==> src/rtl/alu_ctrl_pkg.sv <==
// Shared types, opcode constants, instruction field positions and flag masks
// for the alu_ctrl instruction sequencer.
package alu_ctrl_pkg;

  typedef enum logic [1:0] {ST_FETCH, ST_DECODE, ST_EXEC, ST_WB} state_e;
  typedef enum logic [1:0] {FMT_BYTE = 2'b00, FMT_BIT = 2'b01, FMT_LIT = 2'b10, FMT_CTRL = 2'b11} fmt_e;
  typedef enum logic [1:0] {DEST_NONE, DEST_W, DEST_F} dest_e;
  typedef enum logic [1:0] {BSEL_ZERO, BSEL_FILE, BSEL_LIT} bsel_e;

  localparam logic [3:0] ALU_PASSB = 4'd0;
  localparam logic [3:0] ALU_PASSA = 4'd1;
  localparam logic [3:0] ALU_ADD   = 4'd2;
  localparam logic [3:0] ALU_SUB   = 4'd3;
  localparam logic [3:0] ALU_AND   = 4'd4;
  localparam logic [3:0] ALU_XOR   = 4'd5;
  localparam logic [3:0] ALU_INC   = 4'd6;
  localparam logic [3:0] ALU_DEC   = 4'd7;
  localparam logic [3:0] ALU_RLF   = 4'd8;
  localparam logic [3:0] ALU_COM   = 4'd9;
  localparam logic [3:0] ALU_IOR   = 4'd10;
  localparam logic [3:0] ALU_SWAP  = 4'd11;
  localparam logic [3:0] ALU_CLR   = 4'd12;
  localparam logic [3:0] ALU_BSF   = 4'd13;
  localparam logic [3:0] ALU_BCF   = 4'd14;
  localparam logic [3:0] ALU_RRF   = 4'd15;

  localparam logic [11:0] IR_NOP = 12'hF00;

  localparam int FMT_LSB = 10;
  localparam int OP_LSB  = 6;
  localparam int D_BIT   = 5;
  localparam int BIT_LSB = 6;
  localparam int CLR_BIT = 9;
  localparam int SEL_LSB = 8;

  // One bit per ALU opcode: set where that opcode updates the flag.
  localparam logic [15:0] C_UPD_MASK = 16'h810C;
  localparam logic [15:0] Z_UPD_MASK = 16'h16FF;

  function automatic logic [3:0] lit_opcode(input logic [1:0] sel);
    case (sel)
      2'b00:   return ALU_PASSB;
      2'b01:   return ALU_ADD;
      2'b10:   return ALU_AND;
      default: return ALU_IOR;
    endcase
  endfunction

endpackage

==> src/rtl/alu_ctrl_decode.sv <==
// Combinational instruction decoder: upper instruction bits to ALU controls,
// operand-b source, destination and flag/branch qualifiers.
module alu_ctrl_decode
  import alu_ctrl_pkg::*;
(
  input  logic [11:5] ir_hi_i,
  output logic [3:0]  alu_inst_o,
  output logic [2:0]  alu_bit_o,
  output bsel_e       b_sel_o,
  output dest_e       dest_o,
  output logic        upd_c_o,
  output logic        upd_z_o,
  output logic        is_goto_o,
  output logic        is_skipz_o
);

  fmt_e       fmt;
  logic [3:0] op;

  assign fmt = fmt_e'(ir_hi_i[FMT_LSB +: 2]);

  always_comb begin
    alu_inst_o = '0;
    alu_bit_o  = '0;
    b_sel_o    = BSEL_ZERO;
    dest_o     = DEST_NONE;
    upd_c_o    = 1'b0;
    upd_z_o    = 1'b0;
    is_goto_o  = 1'b0;
    is_skipz_o = 1'b0;
    op         = '0;
    case (fmt)
      FMT_BYTE: begin
        op         = ir_hi_i[OP_LSB +: 4];
        alu_inst_o = op;
        b_sel_o    = BSEL_FILE;
        dest_o     = ir_hi_i[D_BIT] ? DEST_F : DEST_W;
        upd_c_o    = C_UPD_MASK[op];
        upd_z_o    = Z_UPD_MASK[op];
      end
      FMT_BIT: begin
        alu_inst_o = ir_hi_i[CLR_BIT] ? ALU_BCF : ALU_BSF;
        alu_bit_o  = ir_hi_i[BIT_LSB +: 3];
        b_sel_o    = BSEL_FILE;
        dest_o     = DEST_F;
      end
      FMT_LIT: begin
        op         = lit_opcode(ir_hi_i[SEL_LSB +: 2]);
        alu_inst_o = op;
        b_sel_o    = BSEL_LIT;
        dest_o     = DEST_W;
        upd_c_o    = C_UPD_MASK[op];
        upd_z_o    = 1'b1;
      end
      FMT_CTRL: begin
        is_goto_o  = ~ir_hi_i[CLR_BIT];
        is_skipz_o = (ir_hi_i[SEL_LSB +: 2] == 2'b10);
      end
      default: ;
    endcase
  end

endmodule

==> src/rtl/alu_ctrl.sv <==
// Four-phase instruction sequencer (fetch/decode/exec/writeback) owning PC,
// W and the C/Z flags, driving the external 8-bit ALU and register file.
module alu_ctrl
  import alu_ctrl_pkg::*;
#(
  parameter int PC_W  = 9,
  parameter int RF_AW = 5
) (
  input  logic             clk2,
  input  logic             reset,
  output logic [PC_W-1:0]  pm_addr,
  output logic             pm_req,
  input  logic             pm_valid,
  input  logic [11:0]      pm_data,
  output logic [RF_AW-1:0] rf_addr,
  input  logic [7:0]       rf_rdata,
  output logic [7:0]       rf_wdata,
  output logic             rf_we,
  output logic [3:0]       alu_inst,
  output logic [2:0]       alu_bit,
  output logic [7:0]       alu_a,
  output logic [7:0]       alu_b,
  input  logic [7:0]       alu_ans,
  input  logic             alu_carry,
  input  logic             alu_z,
  output logic [7:0]       w_reg,
  output logic [1:0]       status
);

  state_e          state_q, state_d;
  logic [PC_W-1:0] pc_q, pc_d;
  logic [11:0]     ir_q, ir_d;
  logic [7:0]      w_q, w_d;
  logic [7:0]      result_q, result_d;
  logic            c_q, c_d, z_q, z_d;

  bsel_e b_sel;
  dest_e dest;
  logic  upd_c, upd_z, is_goto, is_skipz;

  alu_ctrl_decode u_decode (
    .ir_hi_i    (ir_q[11:5]),
    .alu_inst_o (alu_inst),
    .alu_bit_o  (alu_bit),
    .b_sel_o    (b_sel),
    .dest_o     (dest),
    .upd_c_o    (upd_c),
    .upd_z_o    (upd_z),
    .is_goto_o  (is_goto),
    .is_skipz_o (is_skipz)
  );

  always_comb begin
    case (b_sel)
      BSEL_FILE: alu_b = rf_rdata;
      BSEL_LIT:  alu_b = ir_q[7:0];
      default:   alu_b = '0;
    endcase
  end

  always_comb begin
    state_d  = state_q;
    pc_d     = pc_q;
    ir_d     = ir_q;
    w_d      = w_q;
    c_d      = c_q;
    z_d      = z_q;
    result_d = result_q;
    case (state_q)
      ST_FETCH: begin
        if (pm_valid) begin
          ir_d    = pm_data;
          pc_d    = pc_q + PC_W'(1);
          state_d = ST_DECODE;
        end
      end
      ST_DECODE: state_d = ST_EXEC;
      ST_EXEC: begin
        result_d = alu_ans;
        if (upd_c) c_d = alu_carry;
        if (upd_z) z_d = alu_z;
        // PC already points past the SKIPZ, so one more increment skips.
        if (is_goto)                pc_d = PC_W'(ir_q[8:0]);
        else if (is_skipz && z_q)   pc_d = pc_q + PC_W'(1);
        state_d = ST_WB;
      end
      ST_WB: begin
        if (dest == DEST_W) w_d = result_q;
        state_d = ST_FETCH;
      end
      default: state_d = ST_FETCH;
    endcase
  end

  always_ff @(posedge clk2) begin
    if (!reset) begin
      state_q  <= ST_FETCH;
      pc_q     <= '0;
      ir_q     <= IR_NOP;
      w_q      <= '0;
      result_q <= '0;
      c_q      <= 1'b0;
      z_q      <= 1'b0;
    end else begin
      state_q  <= state_d;
      pc_q     <= pc_d;
      ir_q     <= ir_d;
      w_q      <= w_d;
      result_q <= result_d;
      c_q      <= c_d;
      z_q      <= z_d;
    end
  end

  // Gated by reset so a reset landing in WB drops the write that same cycle.
  assign pm_req   = reset && (state_q == ST_FETCH);
  assign rf_we    = reset && (state_q == ST_WB) && (dest == DEST_F);
  assign pm_addr  = pc_q;
  assign rf_addr  = ir_q[RF_AW-1:0];
  assign rf_wdata = result_q;
  assign alu_a    = w_q;
  assign w_reg    = w_q;
  assign status   = {c_q, z_q};

endmodule

==> config.mk <==
export PLATFORM = sky130hd
export DESIGN_NAME = alu_ctrl
export DESIGN_NICKNAME = d
export VERILOG_FILES = /design/src/rtl/alu_ctrl_pkg.sv /design/src/rtl/alu_ctrl_decode.sv /design/src/rtl/alu_ctrl.sv
export SDC_FILE = /design/constraint.sdc
export NUM_CORES = 1
export LEC_CHECK = 0
export CAP_MARGIN = 10
export CORE_ASPECT_RATIO = 1.5
export CORE_MARGIN = 2
export CORE_UTILIZATION = 47
export CTS_BUF_LIST = sky130_fd_sc_hd__clkbuf_8 sky130_fd_sc_hd__clkbuf_16
export CTS_CLUSTER_DIAMETER = 200
export CTS_CLUSTER_SIZE = 10
export DETAILED_ROUTE_END_ITERATION = 6
export PLACE_DENSITY = 0.95
export SLEW_MARGIN = 20
export SYNTH_ARGS = -nofsm -noshare
export SYNTH_HDL_FRONTEND = slang
export SYNTH_SLANG_ARGS = --single-unit
export TNS_END_PERCENT = 50
==> constraint.sdc <==
create_clock -name clk2 -period 4.5 [get_ports clk2]
set_input_delay 0.45 -clock clk2 [delete_from_list [all_inputs] [get_ports clk2]]
set_output_delay 0.45 -clock clk2 [all_outputs]
set_load 0.01 [all_outputs]
==> run summary <==
Worst Setup Start Kind -> flip-flop
syn avg cell area -> 8.12 um^2
CP Capture Point -> alu_inst[1]
kind of critical path -> reg -> out
Worst Clk Skew -> 0.00844 ns
post-synth top area share -> 0.377
leakage -> 1.16 nW
antenna diode instance count -> 0
Final period util -> 0.597
die area -> 5440 um^2
Cell variety after synth -> 45
pwr/cell area -> 444 nW/um^2
multiplexer share of the synthesized area -> 0.110
initial antenna violation count -> 0
post-synthesis sequential area ratio -> 0.377
CTS root buf -> clkbuf_8
CTS resizes -> 0
Initial Util -> 0.478
GP Congestion -> 0.892
nets -> 384
status -> complete, no violations
synth-to-layout area growth -> 38.9%
maximum number of pins on one net before global-route repair -> 36
VDD IR max -> 0.282 mV
wire length per cell -> 14.2 um
ys async rst share -> 0
Initial DRC Count -> 140
vias in the first global route -> 2137
reg2reg path depth -> 5
routed vias/inst -> 5.33
fillers -> 375
RSZ-0062 raised after global routing -> false
clock-pin slew on the worst setup and hold paths -> 0.08 ns
Synth Flop Type -> dfxtp_1
number of enable flip-flop cells after synthesis -> 0
Max-slew headroom -> 0.345
Die W -> 60.9 um
reg-to-reg endpoint -> pm_addr[0]
H-Tree Level Count -> 2
area taken by multi-input logic gates -> 1170 um^2
Arrival @ worst endpoint -> 2.24 ns
reported max-cap violation count -> 0
first-pass GRT wire length -> 9230 um
global-route usage over all layers -> 0.224
Cell Area, Synth -> 2280 um^2
total gr overflow -> 0
crit-path max FO -> 30
r2r setup slk -> 2.17 ns
Req. time, crit path -> 4.05 ns
core area -> 4770 um^2
DRC viols -> 0
clock sinks -> 43
Crit. Startpoint -> ir_q[11]
worst hold path type -> reg -> reg
Hold Violations, Final -> 0
syn nets -> 320
final setup fails -> 0
fmax -> 0.372 GHz
TritonRoute pass-1 iters -> 4
num ports -> 90
Least-Margin Pin Slew -> 0.981 ns
routed wire length -> 5850 um
cts hold-fix bufs -> 0
reg2reg start -> state_q[1]
xor and xnor area share after synthesis -> 0
layout cells sized above 1 -> 0.0406
clock latency on the worst-skew pair -> 0.30 ns
minimum clock period -> 2.69 ns
fin. max-slew vios -> 0
simple-gate share of the synthesized area -> 0.214
Setup TNS Final -> 0 ns
main combinational cell family by area after synthesis -> simple AND/OR/NAND/NOR gates
# rows -> 31
compound-cell area share of the yosys netlist -> 0.156
Synth Warn # -> 0
CP endpoint kind -> output pin
Routed Antenna Nets -> 0
Reg area -> 861 um^2
height of the die -> 89.3 um
Synth area leaders -> dfxtp_1 (38%), mux2i_1 (11%), nand2_1 (7.1%)
Synth Instances -> 281
vias -> 2189
Yosys reg bits -> 43
CTS max path bufs -> 2
total CTS buffers -> 5
worst hold slack -> 0.501 ns
setup repair bufs after CTS -> 0
input/output buffers -> 89
CTS tree -> built
Synth Area in Adders -> 0.0329
DP Wirelength -> 4300 um
Synth area leader -> dfxtp_1
==> kinds of logic after synthesis <==
group                      after synthesis
buffers and inverters                   47
AOI/OAI and AO/OA                       55
DFF                                     43
and+or+nand+nor                        105
muxes                                   25
adders and majority gates                6
==> power by group <==
group          switching [W]  internal, W
Combinational       0.000273     0.000296
Sequential          0.000103     0.000447
Clock               0.000126     0.000160
==> worst min-delay path by stage <==
stage | start | to | slack, ns | depth (start not counted)
floorplan | c_q | c_q | 0.46 | 2
detailed placement | ir_q[1] | ir_q[1] | 0.49 | 2
global route | ir_q[1] | ir_q[1] | 0.52 | 2
finish | ir_q[2] | ir_q[2] | 0.50 | 2
global placement | ir_q[1] | ir_q[1] | 0.49 | 2
CTS | ir_q[1] | ir_q[1] | 0.50 | 2
==> cells in the mapped netlist (2+ instances only) <==
cell type  count
dfxtp_1       43
a21oi_1       21
and2_1         6
ha_1           6
o32ai_1        2
o21ai_1        3
nor3_1         3
nor2_1        26
buf_2          4
nor3b_1        2
nor4_1         4
o211ai_1       2
clkbuf_1      12
mux2i_1       24
inv_1         13
buf_4         16
nand4_1        2
nand2b_1       3
o21ai_0        5
o22ai_1        7
nand3_1        7
a21o_1         3
nor2b_1        3
nand2_1       43
==> final cells by class <==
cell class	instances	share of cell area
Clock buffer	5	0.0217
Timing Repair Buffer	90	0.283
Inverter	14	0.0166
Sequential cell	43	0.272
Multi-Input combinational cell	191	0.370
Tap cell	66	0.0261
Clock inverter	2	0.0107
==> layout by cell type, fill, tap and decap left out, drive strengths merged, types with 2 or more instances in the layout <==
cell / n
nor2b: 3
nand3: 7
inv: 15
dfxtp: 43
o21ai: 8
nor2: 26
nor3: 3
nor4: 4
clkbuf: 5
a21oi: 21
o22ai: 7
a21o: 3
o32ai: 2
ha: 6
nand4: 2
o211ai: 2
nor3b: 2
nand2: 43
nand2b: 4
clkdlybuf4s50: 89
mux2i: 24
and2: 6
a311oi: 2
==> flip-flops by register name, indices dropped and copies added (netlist names), named ones only <==
name	flops
state_q	2
ir_q	12
z_q	1
c_q	1
pm_addr	9
alu_a	8
rf_wdata	8
==> per-layer routing <==
layer  vias up  global-route usage  wire [um]
met5         -                   0          0
met2        93               0.411       3090
met4         0              0.0988        152
met3        12              0.0637        395
li1       1069                   -          -
met1      1015               0.230       2220
==> stage by stage <==
stage                     power (W)  setup slack, ns  instance area, um^2  cells  utilization
after floorplan            0.000908             2.55                 2280    281            -
after global placement      0.00110             1.91                 3070    404        0.643
after detailed placement    0.00113             1.82                 3070    404        0.643
after CTS                   0.00141             1.81                 3170    411        0.664
after global routing        0.00149             1.66                 3170    411        0.664
final                       0.00141             1.81                 3170    411        0.664
==> critical path: stages, from the launching register on <==
cell             delay (ns)
dfxtp_1                0.97
o21ai_0                0.29
o31a_1                 0.19
clkdlybuf4s50_1        0.48
Note: power is estimated with default switching activity, not from simulation.
